`src/rtl/instr_loader_pkg.sv`:
```
// Shared definitions for the program loader: FSM encoding, HALT constant and
// word/byte geometry helpers.
package instr_loader_pkg;

    typedef enum logic [1:0] {
        ST_IDLE  = 2'b00,
        ST_RECV  = 2'b01,
        ST_WRITE = 2'b10,
        ST_DONE  = 2'b11
    } loader_state_t;

    // Same value the MIPS control decode treats as HALT.
    localparam logic [31:0] HALT_WORD_DEFAULT = 32'hFFFF_FFFF;

    localparam int DEFAULT_LEN    = 32;
    localparam int BYTES_PER_WORD = DEFAULT_LEN / 8;

    function automatic int bytes_per_word(input int len);
        return len / 8;
    endfunction

endpackage

```
`src/rtl/instr_loader_byte_assembler.sv`:
```
// Shifts received bytes into a LEN-bit word, first byte ending up as the MSB,
// and flags the cycle in which the last byte of a word is taken.
module instr_loader_byte_assembler
    import instr_loader_pkg::*;
#(
    parameter int LEN = 32
) (
    input  logic           i_clk,
    input  logic           i_clear,
    input  logic           i_valid,
    input  logic [7:0]     i_byte,
    output logic [LEN-1:0] o_word,
    output logic           o_word_ready
);

    localparam int BPW = bytes_per_word(LEN);
    localparam int CW  = (BPW > 1) ? $clog2(BPW) : 1;
    localparam logic [CW-1:0] LAST_BYTE = CW'(BPW - 1);

    logic [LEN-1:0] r_shift;
    logic [CW-1:0]  r_count;
    logic [LEN-1:0] w_next_shift;
    logic           w_last;

    assign w_next_shift = (r_shift << 8) | LEN'(i_byte);
    assign w_last       = (r_count == LAST_BYTE);

    always_ff @(posedge i_clk) begin
        if (i_clear) begin
            r_shift <= '0;
            r_count <= '0;
        end else if (i_valid) begin
            r_shift <= w_next_shift;
            r_count <= w_last ? '0 : r_count + 1'b1;
        end
    end

    // The completed word is presented combinationally so the parent can
    // register it on the same edge that samples the final byte.
    assign o_word       = w_next_shift;
    assign o_word_ready = i_valid && w_last;

endmodule

```
`src/rtl/instr_loader.sv`:
```
// Loads a program received byte-wise over UART into instruction memory,
// stopping on HALT or when memory is full.
module instr_loader
    import instr_loader_pkg::*;
#(
    parameter int              LEN            = 32,
    parameter int              CANT_MEM_INSTR = 64,
    parameter logic [LEN-1:0]  HALT_WORD      = LEN'(HALT_WORD_DEFAULT)
) (
    input  logic                              i_clk,
    input  logic                              i_rst,
    input  logic                              i_start,
    input  logic [7:0]                        i_rx_data,
    input  logic                              i_rx_done,
    output logic                              o_wr_en,
    output logic [$clog2(CANT_MEM_INSTR)-1:0] o_addr,
    output logic [LEN-1:0]                    o_data,
    output logic                              o_busy,
    output logic                              o_done,
    output logic                              o_overflow
);

    localparam int AW = $clog2(CANT_MEM_INSTR);
    localparam logic [AW-1:0] LAST_ADDR = AW'(CANT_MEM_INSTR - 1);

    loader_state_t  r_state;
    loader_state_t  w_next_state;
    logic [AW-1:0]  r_addr;
    logic [LEN-1:0] r_data;
    logic           r_busy;
    logic           r_overflow;

    logic           w_arm;
    logic           w_is_halt;
    logic           w_write_continue;
    logic           w_byte_accept;
    logic           w_clear;
    logic [LEN-1:0] w_word;
    logic           w_word_ready;

    assign w_arm            = i_start && ((r_state == ST_IDLE) || (r_state == ST_DONE));
    assign w_is_halt        = (r_data == HALT_WORD);
    assign w_write_continue = !w_is_halt && (r_addr != LAST_ADDR);
    // A byte during WRITE starts the next word unless loading ends here.
    assign w_byte_accept    = i_rx_done &&
                              ((r_state == ST_RECV) ||
                               ((r_state == ST_WRITE) && w_write_continue));
    assign w_clear          = i_rst || w_arm;

    instr_loader_byte_assembler #(
        .LEN (LEN)
    ) u_assembler (
        .i_clk        (i_clk),
        .i_clear      (w_clear),
        .i_valid      (w_byte_accept),
        .i_byte       (i_rx_data),
        .o_word       (w_word),
        .o_word_ready (w_word_ready)
    );

    always_ff @(posedge i_clk) begin
        if (i_rst) begin
            r_state <= ST_IDLE;
        end else begin
            r_state <= w_next_state;
        end
    end

    always_comb begin
        w_next_state = r_state;
        case (r_state)
            ST_IDLE:  if (i_start) w_next_state = ST_RECV;
            ST_RECV:  if (w_word_ready) w_next_state = ST_WRITE;
            ST_WRITE: w_next_state = w_write_continue ? ST_RECV : ST_DONE;
            ST_DONE:  if (i_start) w_next_state = ST_RECV;
            default:  w_next_state = ST_IDLE;
        endcase
    end

    always_comb begin
        o_wr_en = (r_state == ST_WRITE);
        o_done  = (r_state == ST_DONE);
    end

    // Address advances only after the full check, so it never wraps.
    always_ff @(posedge i_clk) begin
        if (i_rst) begin
            r_addr     <= '0;
            r_data     <= '0;
            r_busy     <= 1'b0;
            r_overflow <= 1'b0;
        end else begin
            r_busy <= (w_next_state == ST_RECV) || (w_next_state == ST_WRITE);
            if (w_arm) begin
                r_addr     <= '0;
                r_overflow <= 1'b0;
            end
            if ((r_state == ST_RECV) && w_word_ready) begin
                r_data <= w_word;
            end
            if (r_state == ST_WRITE) begin
                if (w_write_continue) begin
                    r_addr <= r_addr + 1'b1;
                end else if (!w_is_halt) begin
                    r_overflow <= 1'b1;
                end
            end
        end
    end

    assign o_addr     = r_addr;
    assign o_data     = r_data;
    assign o_busy     = r_busy;
    assign o_overflow = r_overflow;

endmodule

```
`config.mk`:
```
export PLATFORM = sky130hd
export DESIGN_NAME = instr_loader
export DESIGN_NICKNAME = d
export VERILOG_FILES = /design/src/rtl/instr_loader_pkg.sv /design/src/rtl/instr_loader_byte_assembler.sv /design/src/rtl/instr_loader.sv
export SDC_FILE = /design/constraint.sdc
export NUM_CORES = 1
export LEC_CHECK = 0
export ABC_AREA = 1
export ABC_CLOCK_PERIOD_IN_PS = 2100
export CORE_MARGIN = 10
export CORE_UTILIZATION = 39
export CTS_CLUSTER_SIZE = 25
export DETAILED_ROUTE_END_ITERATION = 7
export GPL_TIMING_DRIVEN = 0
export SKIP_LAST_GASP = 1
export SYNTH_ARGS = -nofsm -noshare
export SYNTH_HDL_FRONTEND = slang
export SYNTH_SLANG_ARGS = --single-unit
```
`constraint.sdc`:
```
create_clock -name i_clk -period 2.1 [get_ports i_clk]
set_input_delay 0.42 -clock i_clk [delete_from_list [all_inputs] [get_ports i_clk]]
set_output_delay 0.42 -clock i_clk [all_outputs]
set_load 0.02 [all_outputs]
```
**Word level (Yosys, flattened, before mapping)**

Index checks and enable logic that the tools add are counted.

- Input port bits: 12
- Memories: 0
- Word-level logic and storage cells: 43
- Bits in writable memories: 0
- Bits in latches: 0
- Register bits: 68
- Bits in read-only memories: 0

- Shifts and indexed selects: 0
- Mux-type cells: 12
- Eq/ne operators: 8
- Add/sub/neg operators: 2
- $lt $le $gt $ge: 0
- Bitwise gates (word level): 1
- Reduce and logical (&&, ||, !) cells: 13
- Div/mod/pow operators: 0
- $mul: 0

Operator list:

| kind | count |
|---|---|
| $eq A32 B32 Y1 const B | 1 |
| $or A32 B8 Y32 | 1 |
| $mux W6 | 3 |
| $eq A2 B2 Y1 const B | 4 |
| $mux W2 | 4 |
| $add A6 B1 Y6 const B | 1 |
| $logic_and A1 B1 Y1 | 6 |
| $ne A6 B6 Y1 const B | 1 |
| $pmux W2 S3 | 1 |
| $eq A2 B1 Y1 const B | 2 |
| $logic_or A1 B1 Y1 | 4 |
| $mux W1 | 4 |
| $add A2 B1 Y2 const B | 1 |
| $logic_not A2 Y1 | 1 |
| $reduce_or A2 Y1 | 1 |
| $logic_not A1 Y1 | 1 |

**Longest topological paths before layout**

- Depth after elaboration: 11
- Depth in mapped cells: 14
- Mapped depth without buffers: 14

**By module**

A second synthesis with hierarchy kept.

- Cells, all modules: 385
- Area total of the unflattened synthesis: 2,921.6 sq um

Modules (own cells, without submodules):

| module | cells each | times used | area each (sq um) | sequential area each (sq um) |
|---|---|---|---|---|
| instr_loader | 258 | 1 | 1,830.5 | 840.8 |
| instr_loader_byte_assembler | 127 | 1 | 1,091.0 | 520.5 |

**Least setup slack after synthesis**

Ideal clock, no wire load.

- Kind: flip-flop to flip-flop
- Start point: register r_addr[0] (netlist: o_addr[0])
- End point: register u_assembler.r_shift[7]
- Setup slack: 419 ps
- Arrival time: 1,565 ps
- Stages on the path, launching flop included: 12
- Clock period less this slack: 1,681 ps
- Path through: dfxtp_1 > ha_1 > nand2_1 > nor2_1 > nand3_2 > nand3_4 > nand2_4 > nand2_4 > inv_4 > buf_6 > nor2_1 > nor2_1

- Word-level cells in the longest chain between the ends: 5

RTL lines:

| element | RTL line | RTL |
|---|---|---|
| from (decl) | instr_loader.sv:28 | `logic [AW-1:0] r_addr;` |
| from (signal assigned) | instr_loader.sv:103 | `r_addr <= r_addr + 1'b1;` |
| $ne A6 B6 Y1 | instr_loader.sv:43 | `assign w_write_continue = !w_is_halt && (r_addr != LAST_ADDR);` |
| $logic_and A1 B1 Y1 | instr_loader.sv:43 |  |
| $logic_and A1 B1 Y1 | instr_loader.sv:47 | `((r_state == ST_WRITE) && w_write_continue));` |
| $logic_or A1 B1 Y1 | instr_loader.sv:46 | `((r_state == ST_RECV) \|\|` |
| $logic_and A1 B1 Y1 | instr_loader.sv:45 | `assign w_byte_accept = i_rx_done &&` |
| to (signal assigned) | instr_loader_byte_assembler.sv:33 | `r_shift <= w_next_shift;` |
| to (decl) | instr_loader_byte_assembler.sv:20 | `logic [LEN-1:0] r_shift;` |

No other way between the ends.
A chain may end at the register's enable or synchronous reset.

**Final worst setup path**

- Start point: register r_state[0]
- End point: output o_done

- Word-level cells in the longest chain between the ends: 1

RTL lines:

| element | RTL line | RTL |
|---|---|---|
| from (decl) | instr_loader.sv:26 | `loader_state_t r_state;` |
| from (signal assigned) | instr_loader.sv:65 | `r_state <= w_next_state;` |
| $eq A2 B2 Y1 | instr_loader.sv:82 | `o_done = (r_state == ST_DONE);` |
| to (decl) | instr_loader.sv:19 | `output logic o_done,` |

No other way between the ends.

==> impl_metrics.json <==
{
  "outcome": "finished clean",
  "cts_buffers": 9,
  "pin_count": 54,
  "avgSynthCellArea_um2": 7.62,
  "drt-pass1-iter-count": 4,
  "root_buffer": "clkbuf_8",
  "crit_arrival_ns": 1.55,
  "internal-power_w": 0.00234,
  "clk_latency_ns": 0.34,
  "antenna_found_initial": 0,
  "wl_per_cell_um": 12.6,
  "h-tree-depth": 3,
  "slew_violations": 0,
  "place_ws_ns": -0.106,
  "ys_ff_latch": 68,
  "grt_max_degree": 12,
  "dieWidth_um": 104,
  "seq_area_frac_synth": 0.491,
  "fin_area_um2": 3630,
  "stdcell_count": 529,
  "synth_common_cells": "dfxtp_1 (68), nor2_1 (65), o21ai_0 (52)",
  "critPathLaunchType": "flip-flop",
  "core_um2": 6870,
  "synth_top_area_share": 0.491,
  "die-area_um2": 10900,
  "synth_top_cell_by_area": "dfxtp_1",
  "die_height_um": 104,
  "area_delta_synth_final_pct": 31.0,
  "fillCellCount": 704,
  "combPwrFrac": 0.231,
  "switching_share": 0.311,
  "track_usage": 0.122,
  "cts.clk_slew.worst_paths_ns": 0.07,
  "timing.hold.ws_ns": 0.462,
  "synth.most_common_cell": "dfxtp_1",
  "synthXorXnorAreaFrac": 0,
  "min_path_cells": 2,
  "maxCapViolations": 0,
  "powerDensity_nw_per_um2": 934,
  "synth_area_um2": 2770,
  "initial_core_util": 0.404,
  "gp_congestion": 0.791,
  "syn-num-nets": 382,
  "hold_class": "reg2reg",
  "setup_viol": 0,
  "finalPower_w": 0.00339,
  "cts_sinks": 68,
  "dp_hpwl_um": 5160,
  "diodes": 0,
  "synthAdderAreaFrac": 0.0271,
  "ant_nets": 0,
  "post-route-period-util": 0.937,
  "via_per_inst": 4.60,
  "synth.area.mux_share": 0,
  "fin_skew_ns": 0.00572,
  "cp-end-kind": "output pin",
  "worstSetupPathType": "reg2out",
  "yosysWarnings": 0,
  "post_cts_buffers": 0,
  "crit_required_ns": 1.68,
  "portBuffers": 53,
  "syn_inst": 364,
  "place_inst": 513,
  "synthSimpleGateAreaFrac": 0.191,
  "placed_area_um2": 3420,
  "p_switching_w": 0.00105,
  "ys_types": 27,
  "timing.final.ws_setup_ns": 0.132,
  "ys.flop_type": "dfxtp_1",
  "tightestPinTransition_ns": 0.445,
  "grt_pass1_vias": 2268,
  "peakVddDrop_v": 0.000500,
  "hold_viol_final": 0,
  "grt-ovfl-total": 0,
  "num-nets-final": 446,
  "leakage_nw": 1.30,
  "final_layout_size_suffix_gt1_frac": 0.0739,
  "initialDrtViolationCount": 75,
  "rsz0062_at_grt": "false",
  "route.vias.total": 2435,
  "synth.area.top_cells": "dfxtp_1 (49%), o21ai_0 (9.4%), nor2_1 (8.8%), a21oi_1 (6.5%), inv_1 (6.1%)",
  "grt_pass1_wl_um": 11100,
  "cts_tree": "built",
  "synth_compound_area_frac": 0.193,
  "cts_buffer_depth": 2,
  "rows": 30,
  "clockPowerShare": 0.321,
  "drc": 0,
  "r2r_cells": 8,
  "ys_async_sr_fraction": 0,
  "critPathMaxFanout": 6,
  "wl_um": 6680,
  "max_clock_freq_ghz": 0.508,
  "synth-edff-count": 0,
  "synth_top_family_by_area": "compound AO/OA/AOI/OAI gates",
  "p_seq_frac": 0.448,
  "period_minus_slack_ns": 1.97,
  "relSlewSlack": 0.703
}
==> repair_timing <==
item | in CTS | in global routing
endpoints found under the setup margin | 11 | 10
gates resized for setup | 2 | 3
hold buffers | 0 | 0
==> registers in the layout, summed over array words and instances (netlist names) <==
signal / count
o_addr: 6
o_busy: 1
o_data: 32
o_overflow: 1
r_state: 2
u_assembler.r_count: 2
u_assembler.r_shift: 24
==> final cells by class <==
class / instances / area [µm²] / share of cell area
Inverter: 47 / 179 / 0.0492
Sequential cell: 68 / 1360 / 0.375
Clock inverter: 4 / 47.5 / 0.0131
Buffer: 16 / 96.3 / 0.0265
Timing Repair Buffer: 53 / 529 / 0.146
Tap cell: 96 / 120 / 0.0330
Clock buffer: 12 / 155 / 0.0427
Multi-Input combinational cell: 233 / 1150 / 0.315
==> path summary, 6_finish.rpt <==
check | from | to | slack (ns)
setup / recovery | r_state[0] | o_done | 0.13
hold / removal | o_data[17] | o_data[17] | 0.46
setup reg to reg | r_state[0] | u_assembler.r_shift[13] | 0.30
hold reg to reg | o_data[17] | o_data[17] | 0.46
==> routing by layer <==
metal  global-route usage  share of wire  vias up
li1                     -              -     1297
met1                0.149           0.47     1078
met2                0.186           0.45       53
met3               0.0607          0.074        7
met4               0.0318          0.013        0
met5                    0              0        -
==> cells by family (layout without fill, tap and decap cells) <==
kind of cell | Yosys count | count (layout)
buffers and inverters | 63 | 132
adders and majority gates | 6 | 6
DFF | 68 | 68
and+or+nand+nor | 125 | 125
AOI/OAI and AO/OA | 102 | 102
==> power groups by stage <==
stage	Combinational [W]	Clock, W	Sequential, W
floorplan	0.000570	0	0.00154
global placement	0.000775	0	0.00155
detailed placement	0.000783	0	0.00155
CTS	0.000784	0.00112	0.00152
global route	0.000900	0.00119	0.00154
finish	0.000784	0.00109	0.00152
==> per-stage QoR <==
| step | utilization | setup TNS (ns) |
|---|---|---|
| 6_report | 0.529 | 0 |
| 3_5_place_dp | 0.499 | -0.861 |
| 4_1_cts | 0.528 | 0 |
| 3_3_place_gp | 0.499 | -0.753 |
| 5_1_grt | 0.529 | 0 |
| 2_1_floorplan | - | 0 |
==> critical path, cell delays in order (launching register included) <==
cell             delay [ns]
dfxtp_1                0.43
ha_1                   0.17
clkdlybuf4s50_1        0.60
==> layout by cell type, fill, tap and decap left out, drive strengths merged <==
cell type,instances
dfxtp,68
nor2,66
o21ai,61
clkdlybuf4s50,52
inv,46
nand2,44
a21oi,36
clkbuf,21
nand3,10
buf,7
ha,6
nor3,4
clkinv,3
a211oi,2
o211a,1
nor4,1
a2111oi,1
a22o,1
clkinvlp,1
bufinv,1
dlygate4sd2,1
Note: power is estimated with default switching activity, not from simulation.
